[src/rtl/pattern_pkg.sv]
// Shared types and the pure step function for the pattern engine.
// step_pattern works on a MAX_W-bit container; the caller passes its real width.
package pattern_pkg;

  typedef enum logic [3:0] {
    ST_IDLE  = 4'd0,
    ST_LOAD  = 4'd1,
    ST_RUN   = 4'd2,
    ST_PAUSE = 4'd3,
    ST_DONE  = 4'd4
  } state_t;

  typedef enum logic [1:0] {
    MODE_ROTL   = 2'd0,
    MODE_ROTR   = 2'd1,
    MODE_LFSR   = 2'd2,
    MODE_RULE90 = 2'd3
  } mode_t;

  localparam int MAX_W = 64;
  localparam logic [7:0] DEFAULT_LFSR_TAPS = 8'hB8;

  typedef logic [MAX_W-1:0] wide_t;

  // Bits of p at or above w must be zero; the result keeps them zero.
  function automatic wide_t step_pattern(input mode_t mode, input wide_t p,
                                         input wide_t taps, input int w);
    wide_t mask;
    wide_t n;
    mask = (wide_t'(1) << w) - wide_t'(1);
    n    = p;
    unique case (mode)
      MODE_ROTL:   n = ((p << 1) | (p >> (w - 1))) & mask;
      MODE_ROTR:   n = (p >> 1) | (wide_t'(p[0]) << (w - 1));
      MODE_LFSR:   n = p[0] ? ((p >> 1) ^ taps) : (p >> 1);
      MODE_RULE90: n = ((p << 1) ^ (p >> 1)) & mask;
      default:     n = p;
    endcase
    return n;
  endfunction

endpackage

[src/rtl/btn_edge_detect.sv]
// Registers a synchronised button level and flags its rising edge.
module btn_edge_detect (
  input  logic clk,
  input  logic rst,
  input  logic btn,
  output logic rise
);

  logic btn_q;
  logic btn_d;

  always_comb btn_d = btn;

  always_ff @(posedge clk) begin
    if (!rst) btn_q <= 1'b0;
    else      btn_q <= btn_d;
  end

  assign rise = btn & ~btn_q;

endmodule

[src/rtl/pattern_engine.sv]
// Seeded pattern stepper (rotate / Galois LFSR / rule-90) with a fixed-length run.
// Define PATTERN_PAUSE_EN to let a start press pause and resume a run.
import pattern_pkg::*;

module pattern_engine #(
  parameter int              WIDTH     = 8,
  parameter int              CNT_W     = 8,
  parameter int              STEP_DIV  = 4,
  parameter int              MAX_STEPS = 5,
  parameter logic [WIDTH-1:0] LFSR_TAPS = WIDTH'(DEFAULT_LFSR_TAPS)
) (
  input  logic             clk,
  input  logic             rst,
  input  logic             start,
  input  logic [1:0]       mode_sel,
  input  logic [WIDTH-1:0] seed,
  output logic [WIDTH-1:0] pattern,
  output logic [CNT_W-1:0] inst_count,
  output logic [3:0]       actual_state,
  output logic             busy,
  output logic             done
);

  localparam int TMR_W = (STEP_DIV > 1) ? $clog2(STEP_DIV) : 1;

  state_t             state_q, state_d;
  mode_t              mode_q, mode_d;
  logic [WIDTH-1:0]   pattern_q, pattern_d;
  logic [CNT_W-1:0]   inst_count_q, inst_count_d;
  logic [TMR_W-1:0]   timer_q, timer_d;
  logic               rise;
  logic               step_now;
  logic               last_step;
  logic [WIDTH-1:0]   stepped;

  btn_edge_detect u_start_edge (
    .clk  (clk),
    .rst  (rst),
    .btn  (start),
    .rise (rise)
  );

  assign step_now  = (timer_q == TMR_W'(STEP_DIV - 1));
  assign last_step = (inst_count_q == CNT_W'(MAX_STEPS - 1));
  assign stepped   = WIDTH'(step_pattern(mode_q, wide_t'(pattern_q),
                                         wide_t'(LFSR_TAPS), WIDTH));

  always_comb begin
    state_d      = state_q;
    mode_d       = mode_q;
    pattern_d    = pattern_q;
    inst_count_d = inst_count_q;
    timer_d      = timer_q;
    unique case (state_q)
      ST_IDLE: begin
        if (rise) state_d = ST_LOAD;
      end
      ST_LOAD: begin
        mode_d       = mode_t'(mode_sel);
        inst_count_d = '0;
        timer_d      = '0;
        // An all-zero seed would freeze the LFSR forever.
        if ((mode_t'(mode_sel) == MODE_LFSR) && (seed == '0))
          pattern_d = WIDTH'(1);
        else
          pattern_d = seed;
        state_d = ST_RUN;
      end
      ST_RUN: begin
        if (step_now) begin
          pattern_d    = stepped;
          inst_count_d = inst_count_q + CNT_W'(1);
          timer_d      = '0;
          if (last_step) state_d = ST_DONE;
`ifdef PATTERN_PAUSE_EN
          else if (rise) state_d = ST_PAUSE;
`endif
        end else begin
          timer_d = timer_q + TMR_W'(1);
`ifdef PATTERN_PAUSE_EN
          if (rise) begin
            timer_d = timer_q;
            state_d = ST_PAUSE;
          end
`endif
        end
      end
`ifdef PATTERN_PAUSE_EN
      ST_PAUSE: begin
        if (rise) state_d = ST_RUN;
      end
`endif
      ST_DONE: begin
        if (rise) state_d = ST_LOAD;
      end
      default: state_d = ST_IDLE;
    endcase
  end

  always_ff @(posedge clk) begin
    if (!rst) begin
      state_q      <= ST_IDLE;
      mode_q       <= MODE_ROTL;
      pattern_q    <= '0;
      inst_count_q <= '0;
      timer_q      <= '0;
    end else begin
      state_q      <= state_d;
      mode_q       <= mode_d;
      pattern_q    <= pattern_d;
      inst_count_q <= inst_count_d;
      timer_q      <= timer_d;
    end
  end

  assign pattern      = pattern_q;
  assign inst_count   = inst_count_q;
  assign actual_state = state_q;
  assign busy         = (state_q == ST_LOAD) || (state_q == ST_RUN) || (state_q == ST_PAUSE);
  assign done         = (state_q == ST_DONE);

endmodule

[config.mk]
export PLATFORM = sky130hd
export DESIGN_NAME = pattern_engine
export DESIGN_NICKNAME = d
export VERILOG_FILES = /design/src/rtl/pattern_pkg.sv /design/src/rtl/btn_edge_detect.sv /design/src/rtl/pattern_engine.sv
export SDC_FILE = /design/constraint.sdc
export NUM_CORES = 1
export LEC_CHECK = 0
export CAP_MARGIN = 5
export CORE_MARGIN = 2
export CORE_UTILIZATION = 49
export DETAILED_ROUTE_END_ITERATION = 6
export PLACE_DENSITY = 0.82
export SLEW_MARGIN = 5
export SYNTH_ARGS = -nofsm -noshare
export SYNTH_HDL_FRONTEND = slang
export SYNTH_SLANG_ARGS = --single-unit
export TNS_END_PERCENT = 50
[constraint.sdc]
create_clock -name clk -period 1.8 [get_ports clk]
set_input_delay 0.54 -clock clk [delete_from_list [all_inputs] [get_ports clk]]
set_output_delay 0.54 -clock clk [all_outputs]
set_load 0.05 [all_outputs]
After elaboration in Yosys (flattened, before gate mapping)
Index checks and enable logic that the tools add are counted.
- register bits: 25
- output and inout port bits: 22
- $add $sub $neg: 2
- equal/unequal tests: 13
- muxes and demuxes: 13
- bitwise operators: 6
- reduce and logical (&&, ||, !) cells: 10
- operators with widths (cell ; number):
    8-bit two-way mux ; 4
    8-bit one-hot mux with 2 select lines ; 2
    8-bit one-hot mux with 4 select lines ; 1
    4-bit two-way mux ; 3
    4-bit one-hot mux with 3 select lines ; 1
    8-bit by 1-bit adder with 8-bit output, second input constant ; 1
    2-bit == test, second input constant ; 4
    4-bit by 2-bit == test with 1-bit output, second input constant ; 2
    8-bit by 3-bit == test with 1-bit output, second input constant ; 1
    8-bit logical NOT ; 1
    7-bit by 8-bit OR with 8-bit output ; 1
    8-bit by 1-bit OR with 8-bit output ; 1
    8-bit by 7-bit bitwise XOR with 8-bit output ; 1
    4-bit by 1-bit == test with 1-bit output, second input constant ; 1
    4-bit by 3-bit == test with 1-bit output, second input constant ; 1
    4-bit logical NOT ; 1
    2-bit inequality test, second input constant ; 2
    3-bit NOT with 4-bit output ; 1
    2-bit one-hot mux with 2 select lines ; 1
    3-bit AND reduction ; 1
    2-bit by 1-bit adder with 2-bit output, second input constant ; 1
    2-bit by 1-bit == test with 1-bit output, second input constant ; 1
    2-bit logical NOT ; 1
    1-bit logical OR ; 2
    other kinds (8) ; 8

Depth between registers and ports, before layout
Gate-level depths: netlist (run 1).
- depth in word-level cells: 5
- gate-level depth with buffers: 6
- depth with buffers taken out: 5

By module
Synthesis (run 1) repeated with hierarchy kept, for this count alone.
- cell total of the unflattened synthesis: 176
- area total of the unflattened synthesis: 1482.7 sq um
- modules (own cells, without submodules) (module ; times used ; cells each ; area each (sq um)):
    pattern_engine ; 1 ; 173 ; 1442.6
    btn_edge_detect ; 1 ; 3 ; 40.0

Worst setup path before layout (run 1)
Ideal clock, no wire load.
- kind: register to output
- from: register state_q[0], in the netlist actual_state[0]
- to: output port busy
- arrival: 1.497 ns
- path slack: -0.237 ns
- cell stages (with the launch flop): 3
- cells stage by stage: dfxtp_1 > nor2_1 > nor2_1
- word-level cells in the longest chain between the ends: 3
- elaborated cells on any way between the ends: 5
- those cells by class: eq/ne: 3; reduce/logical: 2
- ends and longest elaborated chain (item ; line ; source):
    start: declaration ; pattern_engine.sv:26 ; state_t state_q, state_d;
    start signal: assignment ; pattern_engine.sv:108 ; state_q <= state_d;
    4-bit by 1-bit == test with 1-bit output / 4-bit by 2-bit == test with 1-bit output (equally long branches) ; pattern_engine.sv:119 ; assign busy = (state_q == ST_LOAD) || (state_q == ST_RUN) || (state_q == ST_PAUSE);
    1-bit logical OR ; pattern_engine.sv:119 ;
    1-bit logical OR * ; pattern_engine.sv:119 ;
    end: declaration ; pattern_engine.sv:20 ; output logic busy,
Mark *: on every way between the ends. The rest lies on a longest branch, timed or not.

Final worst setup path (run 1)
- from: register state_q[2], in the netlist actual_state[2]
- to: output port done
- word-level cells in the longest chain between the ends: 1
- ends and longest elaborated chain (item ; line ; source):
    4-bit by 3-bit == test with 1-bit output ; pattern_engine.sv:120 ; assign done = (state_q == ST_DONE);
    end: declaration ; pattern_engine.sv:21 ; output logic done
Every way passes these cells.

==> reports/metrics.yaml, run 1 <==
final_nets: 220
fin_crit_sh_pct: 97.6
yosys_warnings: 0
synth_ff_type: "dfxtp_1"
rr_startpoint: "timer_q[0]"
power_density_mw_per_mm2: 589
grt_max_degree: 15
cp-end-kind: "output pin"
slew_viol_final: 0
htree_levels: 1
synth_xor_area_share_pct: 6.17
highest_layer: "met4"
skew_ps: 5.85
async_reset_ff_share_pct: 0
worstSetupEndpoint: "done"
n_antenna_cell: 0
reg2regPathDepth: 6
worstPathMaxFanout: 7
cts_buffer_depth: 2
cts_root_buffer: "clkbuf_4"
synth_top_family_by_area: "simple AND/OR/NAND/NOR gates"
hold_ws_ps: 516
final_util_pct: 74.5
wl_per_cell_um: 15.4
syn_inst: 171
dieArea_sq_mm: 0.00334
synth-seq-cells: 24
path_clk_slew_ps: 130
yosysSeqAreaShare_pct: 33.8
cp.arrival_ps: 1220
die_h_um: 57.8
syn_nets: 187
syn2layout_area_growth_pct: 44.6
cts_made_buffers: 3
post_cts_buffers: 0
rows: 19
yosys-top-cells-area: "dfxtp_1 (34%), mux2_2 (5.6%), nor2_1 (4.8%)"
cap_violations: 0
synth-edff-count: 0
yosys.area_share.simple_pct: 23.5
ys_types: 42
initial_core_util_pct: 51.5
dr_wl_met2_mm: 1.86
core_area_sq_mm: 0.00276
drive_above_1_share_pct: 25.1
clock_latency_ps: 320
grt_pass1_vias: 1328
wl_met3_um: 196
dp_hpwl_mm: 2.74
drt-pass1-iter-count: 4
crit_type: "reg2out"
hp-class: "reg2reg"
drtAntennaViolNets: 0
p_leak_uw: 0.000782
drcViolationCount: 0
syn_area_per_cell_sq_um: 8.30
post_drt_via_cell_ratio: 6.04
portBuffers: 33
fmax_ghz: 0.569
cts_tree: "built"
synth_common_cells: "dfxtp_1 (24), nor2_1 (18), nand2_1 (15), o21ai_0 (10)"
rsz0062_at_grt: "false"
vias: 1413
synth-compound-area-share_pct: 21.6
cts_sinks: 24
track_usage_pct: 22.8
antenna_found_initial: 0
start_kind: "flip-flop"
period_minus_slack_ps: 1760
setup_tns_ps: 0
die_w_um: 57.8
required_ps: 1260
synth_mux_area_share_pct: 6.96
synth_top_cell_area_share_pct: 33.8
synth-adder-area-share_pct: 2.64
vdd_drop_max_mv: 0.581
setup_viol: 0
crit_path_start: "actual_state[2]"
cts_hold_buf: 0
grt_pass1_wl_mm: 6.01
status: "complete, no violations"
hold_violations: 0
wl_mm: 3.59
r2r-end: "pattern[7]"
drt_iter0_drc: 115
gp_congestion: 0.880
synth_top_cell_by_area: "dfxtp_1"
syn_area_sq_mm: 0.00142
wl_met1_mm: 1.47
r2r_slack_ps: 130
io_pins: 35
synthMostInstantiatedCell: "dfxtp_1"
globalRouteOverflowTotal: 0
[flip-flops by register name (all words and copies together), names as in the netlist]
register,count
inst_count,8
timer_q,2
actual_state,3
u_start_edge.btn_q,1
mode_q,2
pattern,8
[metrics by stage]
step	setup slack [ps]	instance area [sq um]	total power, uW	std cells
after floorplan	-28.5	1420	774	171
after global placement	-235	2010	914	230
after detailed placement	-272	2010	924	230
after CTS	34.1	2050	1210	234
after global routing	7.42	2050	1250	234
final	42.4	2050	1210	234
[cell families after synthesis]
group	after synthesis
buffers and inverters	17
XOR/XNOR	10
AO/OA/AOI/OAI	45
AND/OR/NAND/NOR	62
other	1
flip-flops	24
multiplexers	9
adder cells (fa/ha/maj)	3
[cell type report]
class	count	area, sq um
Clock buffer	4	36.3
Fill cell	206	704
Inverter	4	15.0
Multi-Input combinational cell	130	878
Sequential cell	24	484
Tap cell	31	38.8
Timing Repair Buffer	41	601
[worst max-delay path, cell delays in order (launching register included)]
cell and delay (ps):
dfxtp_2 420, buf_4 160, and2_1 170, buf_12 140
[how the worst min path moves through the flow]
stage | slack [ps] | endpoint | cells after the start | startpoint
final | 520 | timer_q[1] | 2 | timer_q[1]
after global placement | 460 | timer_q[1] | 2 | timer_q[1]
after detailed placement | 490 | timer_q[1] | 2 | timer_q[1]
after CTS | 520 | timer_q[1] | 2 | timer_q[1]
after global routing | 530 | timer_q[1] | 2 | timer_q[1]
after floorplan | 450 | timer_q[1] | 2 | timer_q[1]
[where the power goes]
part           switching, uW  internal, uW  leakage [uW]
combinational            157           157      0.000565
clock                    168           124     0.0000210
sequential              50.1           553      0.000196
[layout by cell type, fill, tap and decap left out, types with 2 or more instances in the layout]
cell,count
nor3b_2,2
o2111ai_1,5
dfxtp_1,21
dfxtp_2,3
clkbuf_4,3
inv_1,4
and2_1,4
nor2b_1,2
o211ai_1,3
mux2i_1,2
nand2_1,15
xor2_1,6
buf_12,21
a21oi_1,5
mux2_2,7
ha_1,3
nor2_1,16
clkdlybuf4s50_1,12
o21ai_0,10
and3_1,3
a21o_1,3
a31oi_1,7
nor3b_1,4
xnor2_1,4
a22oi_1,4
nand3_1,4
buf_4,8
o22ai_1,4
[routing by layer]
layer	vias up	track usage, %
li1	684	-
met1	673	28.1
met2	49	39.8
met3	7	3.57
met4	0	8.97
met5	-	0
[repair_timing]
item / in CTS / in global routing
resized for setup: 3 / 1
pin swaps: 0 / 0
hold endpoints to repair: 0 / 0
endpoints found under the setup margin: 2 / 1
Note: power is estimated with default switching activity, not from simulation.
==> inputs of run 2 (changes only) <==
--- a/config.mk
+++ b/config.mk
@@ -6,9 +6,11 @@
 export NUM_CORES = 1
 export LEC_CHECK = 0
 export CAP_MARGIN = 5
+export CORE_ASPECT_RATIO = 1.1
 export CORE_MARGIN = 2
 export CORE_UTILIZATION = 49
 export DETAILED_ROUTE_END_ITERATION = 6
+export GPL_ROUTABILITY_DRIVEN = 0
 export PLACE_DENSITY = 0.82
 export SLEW_MARGIN = 5
 export SYNTH_ARGS = -nofsm -noshare
==> run 2 against run 1 <==
- via count down 2.3%
- combinational power barely moved
- cell count up 0.85%
- sequential power about the same
- core utilization about the same
- routed wire length down 1.4%
- critical endpoint is now pattern[0]
- highest routed layer unchanged
==> reports/metrics.yaml, run 2 (synthesized netlist as in run 1, its figures left out) <==
reg2regPathDepth: 6
path_clk_slew_ps: 130
cts_made_buffers: 3
p_leak_uw: 0.000780
cp-end-kind: "flip-flop"
path_buf_inv: 1
rsz0062_at_grt: "false"
final_nets: 220
drcViolationCount: 0
die_w_um: 55.3
grt_pass1_vias: 1342
wl_mm: 3.54
status: "complete, no violations"
dp_hpwl_mm: 2.70
drt_iter0_drc: 47
start_kind: "input pin"
cts_tree: "built"
fmax_ghz: 0.562
period_minus_slack_ps: 1780
cp_top_family: "simple AND/OR/NAND/NOR gates"
drt-pass1-iter-count: 4
worst_pin_slew_ps: 518
fill_cells: 201
globalRouteOverflowTotal: 0
worstHoldStart: "timer_q[1]"
power_density_mw_per_mm2: 588
hold_depth: 2
cts_buffer_depth: 2
setup_tns_ps: 0
p_int_uw: 833
required_ps: 2070
comb_power_share_pct: 26.0
cts_hold_buf: 0
hp-class: "reg2reg"
layout_common_cells: "dfxtp_1 (21), buf_12 (21), nor2_1 (16), nand2_1 (15), clkdlybuf4s50_1 (12)"
critical_path.slowest_cell: "or4_1"
worstSetupPathDepth: 5
cap_violations: 0
portBuffers: 33
setup_viol: 0
core_area_sq_mm: 0.00275
cts_root_buffer: "clkbuf_4"
slew_viol_final: 0
fin_crit_sh_pct: 98.9
cp_slowest_stage_delay_ps: 540
clock_latency_ps: 320
antenna_found_initial: 0
worstPathMaxFanout: 2
p_clk_share_pct: 24.0
switchingPower_uw: 374
crit_chain: "clkdlybuf4s50_1 -> or4_1 -> nor4_1 -> o21ai_0 -> a21oi_1"
rr_startpoint: "timer_q[0]"
rows: 20
seqPwrFrac_pct: 50.0
htree_levels: 1
vias: 1381
wl_per_cell_um: 15.0
drive_above_1_share_pct: 25.1
maxSlewHeadroom_pct: 65.4
initial_core_util_pct: 51.6
grt_pass1_wl_mm: 5.78
total_power_uw: 1210
drtAntennaViolNets: 0
skew_ps: 8.01
grt_max_degree: 16
r2r-end: "pattern[7]"
final_util_pct: 74.5
die_h_um: 60.5
syn2layout_area_growth_pct: 44.4
holdPathEnd: "timer_q[1]"
io_pins: 35
dieArea_sq_mm: 0.00335
post_drt_via_cell_ratio: 5.85
sw_frac_of_total_pct: 31.0
crit_type: "in2reg"
n_antenna_cell: 0
vdd_drop_max_mv: 0.495
cts_sinks: 24
hold_violations: 0
cp.arrival_ps: 2050
track_usage_pct: 21.9
r2r_slack_ps: 140
post_cts_buffers: 0
==> run 2: how the worst max path moves through the flow <==
stage,from,end,slack (ps)
finish,seed[2],pattern[0],20
floorplan,actual_state[0],busy,-30
detailed placement,seed[2],pattern[0],-330
global placement,seed[2],pattern[0],-240
CTS,actual_state[0],done,10
global route,actual_state[0],done,4
==> run 2: power groups by stage <==
stage / combinational [uW] / sequential, uW / clock (uW)
2_1_floorplan: 136 / 638 / 0
4_1_cts: 313 / 602 / 291
3_5_place_dp: 312 / 613 / 0
3_3_place_gp: 303 / 610 / 0
6_report: 313 / 603 / 290
5_1_grt: 330 / 608 / 312
==> run 2: layout make-up <==
class	count	area [sq um]	share of cell area (%)
clock buffer	4	36.3	1.77
inverter	4	15.0	0.732
multi-input combinational	130	873	42.6
sequential	24	484	23.6
tap	33	41.3	2.01
timing repair buffer	41	601	29.3
==> run 2: per-layer routing <==
| metal | track usage, % | wire [um] |
|---|---|---|
| met5 | 0 | 0 |
| met4 | 10.5 | 64 |
| met3 | 3.62 | 174 |
| met2 | 42.2 | 1880 |
| met1 | 23.7 | 1420 |
==> run 2: per-stage QoR <==
stage	hold WS [ps]	worst slack (ps)	instance area [sq um]	std cells
2_1_floorplan	452	-28.5	1420	171
3_3_place_gp	459	-238	2010	232
3_5_place_dp	476	-325	2010	232
4_1_cts	494	10.5	2050	236
5_1_grt	519	4.16	2050	236
6_report	492	20.1	2050	236
==> run 2: worst min-delay path, stage by stage (launching register included) <==
cell and delay [ps]:
dfxtp_1 340, nand3_1 60, a21oi_1 60
==> run 2: repair_timing <==
action,4_1_cts,5_1_grt
pin swaps,0,0
cloned,0,0
gates resized for setup,2,1
setup endpoints to repair,1,1
